===== src/rtl/wifire_frame_decoder.sv =====
// 802.15.4 receive header parser: nibbles -> bytes -> PHY length, MAC header fields, MSDU stream.
// Each field and its valid flag register on the edge sampling the final symbol; no backpressure, strobes may be back-to-back.
module wifire_frame_decoder (
    input  logic        dsp_clk,
    input  logic        reset,
    input  logic        en,
    input  logic [3:0]  rcv_sym_i,
    input  logic        rcv_sym_stb_i,
    input  logic        rcv_sfd_i,
    input  logic        rcv_running_i,
    output logic [6:0]  len_o,
    output logic [15:0] frame_ctrl_o,
    output logic [7:0]  seqno_o,
    output logic [15:0] dst_pan_o,
    output logic [15:0] src_pan_o,
    output logic [63:0] dst_addr_o,
    output logic [63:0] src_addr_o,
    output logic [7:0]  msdu_o,
    output logic [7:0]  msdu_pos_o,
    output logic        msdu_stb_o,
    output logic        valid_len_o,
    output logic        valid_frame_ctrl_o,
    output logic        valid_seqno_o,
    output logic        valid_addr_o,
    output logic        valid_msdu_o
);

    typedef enum logic [3:0] {
        S_IDLE, S_LEN, S_FCTRL, S_SEQNO, S_DST_PAN,
        S_DST_ADDR, S_SRC_PAN, S_SRC_ADDR, S_MSDU
    } state_t;

    state_t     state;
    state_t     after_seq;
    state_t     after_dst;
    logic       nib_hi;
    logic [3:0] nib_lo;
    logic [7:0] byte_cnt;
    logic [2:0] fidx;
    logic [7:0] msdu_idx;

    logic [7:0] rx_byte;
    logic [7:0] byte_cnt_nxt;
    logic [2:0] dst_last;
    logic [2:0] src_last;

    assign rx_byte      = {rcv_sym_i, nib_lo};
    assign byte_cnt_nxt = byte_cnt + 8'd1;
    assign dst_last     = frame_ctrl_o[10] ? 3'd7 : 3'd1;
    assign src_last     = frame_ctrl_o[14] ? 3'd7 : 3'd1;

    // Address modes 0/1 are absent, so only the upper mode bit decides presence.
    always_comb begin
        after_dst = S_MSDU;
        if (frame_ctrl_o[15])
            after_dst = frame_ctrl_o[6] ? S_SRC_ADDR : S_SRC_PAN;
    end

    always_comb begin
        after_seq = after_dst;
        if (frame_ctrl_o[11])
            after_seq = S_DST_PAN;
    end

    always_ff @(posedge dsp_clk or negedge reset) begin
        if (!reset) begin
            state              <= S_IDLE;
            nib_hi             <= 1'b0;
            nib_lo             <= 4'd0;
            byte_cnt           <= 8'd0;
            fidx               <= 3'd0;
            msdu_idx           <= 8'd0;
            len_o              <= 7'd0;
            frame_ctrl_o       <= 16'd0;
            seqno_o            <= 8'd0;
            dst_pan_o          <= 16'd0;
            src_pan_o          <= 16'd0;
            dst_addr_o         <= 64'd0;
            src_addr_o         <= 64'd0;
            msdu_o             <= 8'd0;
            msdu_pos_o         <= 8'd0;
            msdu_stb_o         <= 1'b0;
            valid_len_o        <= 1'b0;
            valid_frame_ctrl_o <= 1'b0;
            valid_seqno_o      <= 1'b0;
            valid_addr_o       <= 1'b0;
            valid_msdu_o       <= 1'b0;
        end else begin
            msdu_stb_o <= 1'b0;
            if (en) begin
                if (rcv_sfd_i) begin
                    state              <= S_LEN;
                    nib_hi             <= 1'b0;
                    byte_cnt           <= 8'd0;
                    fidx               <= 3'd0;
                    msdu_idx           <= 8'd0;
                    valid_len_o        <= 1'b0;
                    valid_frame_ctrl_o <= 1'b0;
                    valid_seqno_o      <= 1'b0;
                    valid_addr_o       <= 1'b0;
                    valid_msdu_o       <= 1'b0;
                end else if (!rcv_running_i) begin
                    state  <= S_IDLE;
                    nib_hi <= 1'b0;
                end else if (rcv_sym_stb_i && state != S_IDLE) begin
                    if (!nib_hi) begin
                        nib_lo <= rcv_sym_i;
                        nib_hi <= 1'b1;
                    end else begin
                        nib_hi <= 1'b0;
                        fidx   <= fidx + 3'd1;
                        if (state != S_LEN)
                            byte_cnt <= byte_cnt_nxt;
                        case (state)
                            S_LEN: begin
                                len_o       <= rx_byte[6:0];
                                valid_len_o <= 1'b1;
                                fidx        <= 3'd0;
                                state       <= (rx_byte[6:0] == 7'd0) ? S_IDLE : S_FCTRL;
                            end
                            S_FCTRL: begin
                                if (fidx[0]) begin
                                    frame_ctrl_o[15:8] <= rx_byte;
                                    valid_frame_ctrl_o <= 1'b1;
                                    fidx               <= 3'd0;
                                    state              <= S_SEQNO;
                                end else begin
                                    frame_ctrl_o[7:0] <= rx_byte;
                                end
                            end
                            S_SEQNO: begin
                                seqno_o       <= rx_byte;
                                valid_seqno_o <= 1'b1;
                                fidx          <= 3'd0;
                                state         <= after_seq;
                                if (after_seq == S_MSDU)
                                    valid_addr_o <= 1'b1;
                                if (after_seq == S_SRC_ADDR)
                                    src_pan_o <= dst_pan_o;
                            end
                            S_DST_PAN: begin
                                if (fidx[0]) begin
                                    dst_pan_o[15:8] <= rx_byte;
                                    fidx            <= 3'd0;
                                    state           <= S_DST_ADDR;
                                end else begin
                                    dst_pan_o[7:0] <= rx_byte;
                                end
                            end
                            S_DST_ADDR: begin
                                if (fidx == 3'd0)
                                    dst_addr_o <= {56'd0, rx_byte};
                                else
                                    dst_addr_o[{fidx, 3'b000} +: 8] <= rx_byte;
                                if (fidx == dst_last) begin
                                    fidx  <= 3'd0;
                                    state <= after_dst;
                                    if (after_dst == S_MSDU)
                                        valid_addr_o <= 1'b1;
                                    if (after_dst == S_SRC_ADDR)
                                        src_pan_o <= dst_pan_o;
                                end
                            end
                            S_SRC_PAN: begin
                                if (fidx[0]) begin
                                    src_pan_o[15:8] <= rx_byte;
                                    fidx            <= 3'd0;
                                    state           <= S_SRC_ADDR;
                                end else begin
                                    src_pan_o[7:0] <= rx_byte;
                                end
                            end
                            S_SRC_ADDR: begin
                                if (fidx == 3'd0)
                                    src_addr_o <= {56'd0, rx_byte};
                                else
                                    src_addr_o[{fidx, 3'b000} +: 8] <= rx_byte;
                                if (fidx == src_last) begin
                                    fidx         <= 3'd0;
                                    state        <= S_MSDU;
                                    valid_addr_o <= 1'b1;
                                end
                            end
                            S_MSDU: begin
                                msdu_o       <= rx_byte;
                                msdu_pos_o   <= msdu_idx;
                                msdu_idx     <= msdu_idx + 8'd1;
                                msdu_stb_o   <= 1'b1;
                                valid_msdu_o <= 1'b1;
                            end
                            default: ;
                        endcase
                        // Frame length reached (FCS included): overrides any header transition.
                        if (state != S_LEN && byte_cnt_nxt == {1'b0, len_o})
                            state <= S_IDLE;
                    end
                end
            end
        end
    end

endmodule


===== config.mk =====
export PLATFORM = sky130hd
export DESIGN_NAME = wifire_frame_decoder
export DESIGN_NICKNAME = d
export VERILOG_FILES = /design/src/rtl/wifire_frame_decoder.sv
export SDC_FILE = /design/constraint.sdc
export NUM_CORES = 1
export LEC_CHECK = 0
export BUFFER_PORTS_ARGS = -buffer_cell sky130_fd_sc_hd__buf_2
export CORE_MARGIN = 3
export CORE_UTILIZATION = 30
export DETAILED_ROUTE_END_ITERATION = 16
export GPL_ROUTABILITY_DRIVEN = 0
export PLACE_DENSITY = 0.55
export RECOVER_POWER = 100
export SYNTH_ARGS = -nofsm -noshare
export SYNTH_HDL_FRONTEND = slang
export SYNTH_SLANG_ARGS = --single-unit

===== constraint.sdc =====
create_clock -name dsp_clk -period 2.3 [get_ports dsp_clk]
set_input_delay 0.345 -clock dsp_clk [delete_from_list [all_inputs] [get_ports dsp_clk]]
set_output_delay 0.345 -clock dsp_clk [all_outputs]
set_load 0.03 [all_outputs]

# Yosys cells after proc, flatten, opt, wreduce, memory -nomap -nowiden
# Cells that the tools add are included.
[classes]
bitwise = 3
div = 0
multipliers = 0
n_reduce_logical = 39
add_sub_neg = 4
order_cmp = 0
n_shift = 2
eq_ne = 33
muxes = 85
[op_table]
columns = ["cell", "n"]
rows = [
  ["bitwise mux 64 bit", 2],
  ["two-way mux 64 bit", 2],
  ["two-way mux 8 bit", 12],
  ["variable shift 8 x 8 -> 64 bit, first input constant", 1],
  ["variable part select 8 x 8 -> 64 bit", 1],
  ["two-way mux 16 bit", 3],
  ["two-way mux 4 bit", 12],
  ["case mux 16 bit (3 select lines)", 1],
  ["two-way mux 1 bit", 40],
  ["AND reduction 6 bit", 6],
  ["case mux 4 bit (7 select lines)", 1],
  ["AND reduction 7 bit", 4],
  ["two-way mux 3 bit", 9],
  ["!= test 5 bit, second input constant", 5],
  ["AND reduction 5 bit", 5],
  ["== test 4 x 3 -> 1 bit, second input constant", 6],
  ["AND reduction 10 bit", 2],
  ["AND reduction 9 bit", 2],
  ["nonzero test 2 bit", 9],
  ["adder 8 x 1 -> 8 bit, second input constant", 2],
  ["== test 4 bit, second input constant", 3],
  ["!= test 3 bit, second input constant", 4],
  ["case mux 3 bit (4 select lines)", 1],
  ["!= test 10 x 2 -> 1 bit, second input constant", 1],
  ["21 further kinds", 32],
]
[word_totals]
ram_bits = 0
output_inout_bits = 213
mem_count = 0
mem_bits_ro = 0
register_bits = 241
word_cells = 190
latchBits = 0

# Logic depth before layout (Yosys ltp)
# Gate-level depths: netlist of run 1.
[depth]
depth_word = 10
ltp_mapped = 10
depth_no_buf = 8

# Worst setup path before layout of run 1
# Ideal clock, no wire load.
[synth_timing]
path_kind = "reg-to-reg"
startpoint = "register fidx[0]"
endpoint = "register dst_addr_o[20]"
path_slack_ns = 0.040
path_stages_with_launch = 10
period_less_slack_ns = 2.260
t_arrival_ns = 2.139
setup_time_ns = 0.121
path_cell_list = "dfrtp_1 > buf_2 > inv_2 > ha_1 > ha_1 > nor2b_1 > and2_1 > clkbuf_1 > o21ai_1 > a22o_1"
[synth_between]
elab_chain_cells = 4
elab_cells_between_ends = 6
classes_between = "add/sub: 1; shift: 2; mux: 2; reduce/logical: 1"
[synth_rtl]
columns = ["element", "line_no", "text"]
rows = [
  ["start: declaration", "39", "logic [2:0] fidx;"],
  ["start signal: assignment", "111", "fidx <= fidx + 3'd1;"],
  ["negation 6 -> 8 bit", "154", "dst_addr_o[{fidx, 3'b000} +: 8] <= rx_byte;"],
  ["variable part select 8 x 8 -> 64 bit / variable shift 8 x 8 -> 64 bit (equally long branches)", "154", ""],
  ["bitwise mux 64 bit", "154", ""],
  ["two-way mux 64 bit *", "151", "if (fidx == 3'd0)"],
  ["end signal: assignment", "152", "dst_addr_o <= {56'd0, rx_byte};"],
  ["end signal: indexed assignment", "154", ""],
  ["end: declaration", "16", "output logic [63:0] dst_addr_o,"],
]
# Mark *: on every way between the ends. The rest lies on a longest branch, timed or not.
# A chain may end at the register's enable or synchronous reset.

# Worst setup path in the final report of run 1
[layout_timing]
startpoint = "register fidx[0]"
endpoint = "register src_addr_o[17]"
[layout_between]
elab_chain_cells = 4
elab_cells_between_ends = 6
classes_between = "add/sub: 1; shift: 2; mux: 2; reduce/logical: 1"
[layout_rtl]
columns = ["element", "line_no", "text"]
rows = [
  ["negation 6 -> 8 bit", "177", "src_addr_o[{fidx, 3'b000} +: 8] <= rx_byte;"],
  ["variable part select 8 x 8 -> 64 bit / variable shift 8 x 8 -> 64 bit (equally long branches)", "177", ""],
  ["bitwise mux 64 bit", "177", ""],
  ["two-way mux 64 bit *", "174", "if (fidx == 3'd0)"],
  ["end signal: assignment", "175", "src_addr_o <= {56'd0, rx_byte};"],
  ["end signal: indexed assignment", "177", ""],
  ["end: declaration", "17", "output logic [63:0] src_addr_o,"],
]
# Marked as above.

==> results.py, run 1 <==
metrics = {
    "logic_synthesis": {
        "syn_avg_cell_area_um2": 11.2,
        "synth_nets": 931,
        "synth.distinct_cells": 65,
        "yosysSeqAreaShare_pct": 59.1,
        "synth_edf_count": 0,
        "netlist_area_um2": 10200,
        "synth.area.mux_share_pct": 7.59,
        "yosysTopAreaCellShare_pct": 59.1,
        "synth.area.top_cells": "dfrtp_1 59%, mux2_2 7.4%, nand2_1 5.6%, a22o_1 5.4%, o21ai_0 3.6%",
        "synth-xor-area-share_pct": 1.29,
        "synth_top_family_by_area": "compound AO/OA/AOI/OAI gates",
        "ys_warn_count": 0,
        "synth_ff_type": "dfrtp_1",
        "synthArstFlopShare_pct": 100,
        "synth_top_area_cell": "dfrtp_1",
        "synth_compound_area_share_pct": 15.1,
        "synthSimpleGateAreaFrac_pct": 13.3,
        "synthCells": 913,
        "ys_ff_latch": 241,
        "synthAdderAreaFrac_pct": 0.981,
    },
    "final_layout": {
        "register_area_um2": 6030,
        "antennaDiodeCount": 0,
        "syn2layout_area_growth_pct": 24.7,
        "stdcell_count": 1630,
        "fillCellCount": 3388,
        "final_cell_mix": "239 x dfrtp_1, 224 x clkbuf_1, 149 x nand2_1",
        "fin_nets": 1188,
        "final_layout_size_suffix_gt1_share_pct": 16.8,
        "final_common_cell": "dfrtp_1",
        "multiInputGateArea_um2": 3950,
    },
    "setup_path": {
        "reg2reg_to": "src_addr_o[17]$_DFFE_PN0P_",
        "arrival_ns": 2.65,
        "reg2reg_from": "fidx[0]$_DFFE_PN0P_",
        "r2r_slack_ns": 0.12,
        "crit_required_ns": 2.77,
        "endpoint_kind": "flip-flop",
        "startpoint_type": "flip-flop",
        "rr_worst_depth": 7,
        "critPathKind": "reg -> reg",
        "worst-path-max-fanout": 8,
    },
    "worst_hold_path": {
        "holdPathEnd": "msdu_idx[5]$_DFFE_PN0P_",
        "whs_path_depth": 3,
        "hold_class": "in -> reg",
        "min_from": "rcv_sfd_i",
    },
    "sta": {
        "layout_min_cycle_time_ns": 2.18,
        "min_period_over_period_pct": 94.8,
        "fin_skew_ns": 0.0142,
        "hold_violations": 0,
        "worst_slew_pin_slew_ns": 1.17,
        "rsz0062_at_grt": "no",
        "finalSetupViolations": 0,
        "hold_ws_ns": 0.224,
        "max-slew-margin-rel_pct": 21.7,
        "max_freq_mhz": 459,
        "slew_viol_final": 0,
    },
    "power": {
        "power_frac_seq_pct": 45.1,
        "ir_drop_uv": 491,
        "p_int_mw": 7.24,
        "power.share.clock_pct": 45.0,
        "powerDensity_nw_per_um2": 771,
        "p_comb_share_pct": 9.9,
        "power.share.switching_pct": 26.2,
        "power_switching_mw": 2.57,
        "power.leakage_nw": 5.75,
        "total_power_mw": 9.81,
    },
    "detailed_routing": {
        "wl_mm": 31.8,
        "first_pass_iters": 4,
        "drt-initial-drc-count": 476,
        "ant_nets": 0,
        "vias": 8056,
        "avgRoutedWirePerCell_um": 19.5,
        "drc": 0,
        "avgViaCountPerCell": 4.94,
    },
    "floorplan": {
        "initial_utilization_pct": 30.9,
        "dieArea_um2": 36200,
        "fp.dieW_um": 190,
        "pin_count": 223,
        "rows": 66,
        "coreArea_um2": 33000,
        "die_h_um": 190,
    },
    "place": {
        "dp.cells": 1581,
        "hpwl_mm": 22.3,
        "portBuffers": 222,
    },
    "grt": {
        "overflow": 0,
        "grt_pass1_wl_mm": 48.4,
        "track_usage_pct": 17.1,
        "antenna_found_initial": 2,
        "grt_max_degree": 78,
        "grt_pass1_vias": 7910,
    },
    "cts": {
        "cts_max_level": 1,
        "numCtsBuffers": 28,
        "ctsLongestPathBuffers": 3,
        "clock_latency_ns": 0.54,
        "path_clk_slew_ns": 0.06,
        "cts_setup_buffers": 0,
        "cts.root.buffer_cell": "clkbuf_16",
        "cts_tree": "built",
        "clock_sinks": 241,
    },
    "job": {
        "cap_violations": 0,
    },
    "run_status": {
        "status": "completed",
    },
}
sequential cells by signal (all words and copies together) (netlist names):
name                count
src_pan_o              16
seqno_o                 8
valid_len_o             1
valid_msdu_o            1
msdu_o                  8
nib_lo                  4
msdu_idx                8
state                   4
msdu_stb_o              1
dst_addr_o             64
byte_cnt                8
fidx                    3
valid_seqno_o           1
frame_ctrl_o           16
len_o                   7
src_addr_o             64
dst_pan_o              16
msdu_pos_o              8
valid_addr_o            1
valid_frame_ctrl_o      1
nib_hi                  1
what timing repair did:
action | CTS | global route
resized for setup | 0 | 18
hold buffers | 1 | 0
setup endpoints to repair | 0 | 85
endpoints found under the hold margin | 68 | 0
Yosys cell counts (2+ instances only):
library cell / instances
nor3_1: 12
buf_2: 11
clkbuf_1: 29
dfrtp_1: 241
mux2i_1: 2
inv_1: 12
nor2b_1: 6
xnor2_1: 10
nor3_2: 5
buf_4: 3
a21oi_2: 2
xor2_1: 5
and2_1: 9
a31oi_1: 3
o21ai_0: 73
or4_1: 2
nand3_1: 17
nor2_2: 3
buf_6: 2
and3_1: 15
mux2_2: 67
or3_1: 2
o21a_1: 3
nand2_1: 151
a21o_1: 2
a22o_1: 63
nor2_1: 43
nand2b_1: 10
nor4b_1: 2
o22ai_1: 7
a32o_1: 4
ha_1: 8
o21ai_2: 2
o21ai_1: 14
buf_1: 3
a21oi_1: 41
layout make-up:
class                      instances  share of cell area, %
sequential                       241                   47.4
multi-input combinational        611                   31.0
timing repair buffer             275                   9.57
clock buffer                      34                   5.92
tap                              442                   4.35
clock inverter                    14                   1.28
inverter                          13                  0.384
how the worst max path moves through the flow:
stage	startpoint	end	slack (ns)	depth (start not counted)
after floorplan	fidx[0]$_DFFE_PN0P_	dst_addr_o[20]$_DFFE_PN0P_	0.04	9
after global placement	byte_cnt[0]$_DFFE_PN0P_	state[1]$_DFFE_PN0P_	0.02	8
after detailed placement	rcv_sfd_i	dst_addr_o[33]$_DFFE_PN0P_	-0.003	8
after CTS	byte_cnt[0]$_DFFE_PN0P_	state[1]$_DFFE_PN0P_	0.001	8
after global routing	state[0]$_DFFE_PN0P_	state[1]$_DFFE_PN0P_	0.005	7
final	fidx[0]$_DFFE_PN0P_	src_addr_o[17]$_DFFE_PN0P_	0.12	7
power by group through the flow:
stage | Combinational, mW | Clock, mW | Sequential [mW]
floorplan | 0.463 | 0 | 4.50
global placement | 1.00 | 0 | 4.50
detailed placement | 1.01 | 0 | 4.50
CTS | 1.01 | 4.54 | 4.42
global route | 1.07 | 4.74 | 4.43
finish | 0.970 | 4.41 | 4.42
cell families (layout without fill, tap and decap cells):
| group | count (synthesis) | count (layout) |
|---|---|---|
| compound gates | 230 | 230 |
| xor+xnor | 15 | 15 |
| fa+ha+maj | 8 | 8 |
| buf+inv | 61 | 336 |
| flops | 241 | 241 |
| mux | 69 | 69 |
| simple gates | 289 | 289 |
metrics by stage:
step	worst slack, ns	instance area (um2)	setup TNS (ns)	utilization [%]
global placement	0.0209	12100	0	36.5
detailed placement	-0.00298	12100	-0.00298	36.5
finish	0.119	12700	0	38.5
CTS	0.00140	13000	0	39.3
global route	0.00458	12700	0	38.5
floorplan	0.0405	10200	0	-
critical path: stages, from the launching register on:
cell and delay, ns:
dfrtp_1 0.36, inv_2 0.04, ha_1 0.19, ha_1 0.32, nor2b_1 0.18, and2_2 0.26
o21ai_1 0.51, a22o_1 0.24
metal layers:
metal	wire, um	share of wire [%]	up-vias	track usage, %
met5	0	0	-	0
met4	610	1.9	0	3.92
met3	2130	6.7	40	3.24
met2	14600	46	262	27.0
met1	14500	45	4002	24.3
li1	-	-	3752	-
(Power assumes the default switching activity.)
==> run 2, diff against run 1 <==
==> constraint.sdc (replaced) <==
create_clock -name dsp_clk -period 2.3 [get_ports dsp_clk]
set_input_delay 0 -clock dsp_clk [delete_from_list [all_inputs] [get_ports dsp_clk]]
set_output_delay 0 -clock dsp_clk [all_outputs]
set_load 0.03 [all_outputs]
==> run 2 against run 1 <==
Net effect: the run now ends with capacitance limit, slew limit left; cell count is 0.43% higher; sequential share of layout area is 0.41 points lower; die area stayed put.
==> results.py, run 2 (synthesis gave the netlist of run 1 again) <==
metrics = {
    "run_status": {
        "status": "finished with violations",
        "violations": "capacitance limit, slew limit",
    },
    "sta": {
        "max-slew-margin-rel_pct": -28.7,
        "worst_slew_pin_slew_ns": 1.93,
        "layout_min_cycle_time_ns": 2.15,
        "slew_viol_final": 71,
        "min_period_over_period_pct": 93.3,
        "max_freq_mhz": 466,
        "hold_violations": 0,
        "finalSetupViolations": 0,
        "fin_setup_tns_ns": 0,
        "fin_skew_ns": 0.0237,
        "hold_ws_ns": 0.0324,
    },
    "power": {
        "ir_drop_uv": 657,
        "total_power_mw": 9.79,
        "power.leakage_nw": 5.82,
        "powerDensity_nw_per_um2": 763,
    },
    "detailed_routing": {
        "vias": 7980,
        "avgViaCountPerCell": 4.87,
        "wl_mm": 31.3,
        "drc": 0,
        "avgRoutedWirePerCell_um": 19.1,
        "first_pass_iters": 5,
        "ant_nets": 0,
        "drt-initial-drc-count": 483,
    },
    "floorplan": {
        "die_h_um": 190,
        "rows": 66,
        "pin_count": 223,
        "coreArea_um2": 33000,
        "initial_utilization_pct": 30.9,
        "fp.dieW_um": 190,
        "dieArea_um2": 36200,
    },
    "setup_path": {
        "reg2reg_to": "state[0]$_DFFE_PN0P_",
        "startpoint_type": "flip-flop",
        "crit_required_ns": 2.72,
        "endpoint_kind": "flip-flop",
        "critPathKind": "reg -> reg",
        "arrival_ns": 2.56,
        "worst-path-max-fanout": 8,
        "r2r_slack_ns": 0.15,
        "rr_worst_depth": 8,
        "reg2reg_from": "state[1]$_DFFE_PN0P_",
    },
    "grt": {
        "grt_pass1_vias": 7845,
        "grt_use_met3_pct": 3.57,
        "busiest_layer": "met2",
        "grt_max_degree": 72,
        "overflow": 0,
        "track_usage_pct": 16.9,
        "grt_use_met1_pct": 24.0,
        "antenna_found_initial": 0,
        "grt_pass1_wl_mm": 48.0,
        "grtUsageMet2_pct": 26.6,
    },
    "job": {
        "cap_violations": 1,
    },
    "place": {
        "portBuffers": 222,
        "hpwl_mm": 21.9,
        "placed_cell_area_um2": 12100,
    },
    "final_layout": {
        "final_layout_size_suffix_gt1_share_pct": 17.1,
        "final_cell_area_um2": 12800,
        "reg.largest.list": "dst_addr_o x64, src_addr_o x64",
        "final_util_pct": 38.8,
        "fin_nets": 1194,
        "final_common_cell": "dfrtp_1",
        "antennaDiodeCount": 0,
        "fillCellCount": 3369,
        "syn2layout_area_growth_pct": 25.7,
        "final_cell_mix": "239 x dfrtp_1, 219 x clkbuf_1, 151 x nand2_1",
    },
    "worst_hold_path": {
        "hold_class": "in -> reg",
        "whs_path_depth": 4,
        "holdPathEnd": "msdu_o[4]$_DFFE_PN0P_",
        "min_from": "rcv_sym_i[0]",
    },
    "cts": {
        "clock_latency_ns": 0.55,
        "path_clk_slew_ns": 0.06,
        "cts_tree": "built",
        "clock_sinks": 241,
        "ctsLongestPathBuffers": 3,
        "numCtsBuffers": 28,
        "cts.root.buffer_cell": "clkbuf_16",
        "cts_max_level": 1,
    },
}
==> run 2: changes by cell type in the layout (fill, tap and decap cells not counted), moves of 3 or more <==
cell,before,now
o21ai_0,78,73
dlygate4sd3_1,1,8
clkinv_2,8,3
clkbuf_8,3,8
o21ai_2,2,5
clkbuf_2,10,7
buf_4,32,36
clkbuf_1,224,219
==> run 2: worst max path at each step <==
stage,from,to,slack [ns],cells after the start
floorplan,fidx[0]$_DFFE_PN0P_,dst_addr_o[20]$_DFFE_PN0P_,0.04,9
global placement,fidx[1]$_DFFE_PN0P_,src_addr_o[19]$_DFFE_PN0P_,0.06,8
detailed placement,fidx[1]$_DFFE_PN0P_,src_addr_o[16]$_DFFE_PN0P_,-0.07,8
CTS,fidx[1]$_DFFE_PN0P_,src_addr_o[44]$_DFFE_PN0P_,0.009,8
global route,fidx[1]$_DFFE_PN0P_,src_addr_o[17]$_DFFE_PN0P_,-0.001,8
finish,state[1]$_DFFE_PN0P_,state[0]$_DFFE_PN0P_,0.15,8
==> run 2: timing repair <==
item	in CTS	in global routing
gates resized for setup	4	15
buffers inserted	0	2
setup endpoints to repair	22	104
pin swaps	0	2
hold endpoints to repair	238	0
hold buffers	8	0
==> run 2: layer usage <==
| metal | routed length (um) | up-vias |
|---|---|---|
| li1 | - | 3771 |
| met1 | 14200 | 3935 |
| met2 | 14300 | 234 |
| met3 | 2150 | 40 |
| met4 | 644 | 0 |
| met5 | 0 | - |
==> run 2: worst max-delay path, stage by stage (launching register included) <==
cell and delay, ns:
dfrtp_2 0.47, nor2b_1 0.25, and2_0 0.26, nor4_1 0.09, o2111ai_1 0.12, nor3_2 0.07
buf_4 0.15, or4_1 0.46, o211a_1 0.15
==> run 2: final cells by class <==
class	instances	area [um2]	area share, %
Clock buffer	39	822	6.41
Sequential cell	241	6030	47.0
Inverter	13	48.8	0.380
Timing Repair Buffer	281	1310	10.2
Multi-Input combinational cell	611	3960	30.9
Tap cell	442	553	4.31
Clock inverter	10	101	0.790
==> run 2: power breakdown <==
group	total (mW)	switching, mW	internal, mW
registers	4.42	0.0944	4.32
clock network	4.35	1.76	2.60
logic	1.02	0.727	0.290
==> run 2: stage by stage <==
stage | setup WS [ns] | cells
3_3_place_gp | 0.0570 | 1578
3_5_place_dp | -0.0684 | 1578
6_report | 0.155 | 1637
5_1_grt | -0.00118 | 1637
2_1_floorplan | 0.0405 | 913
4_1_cts | 0.00899 | 1635
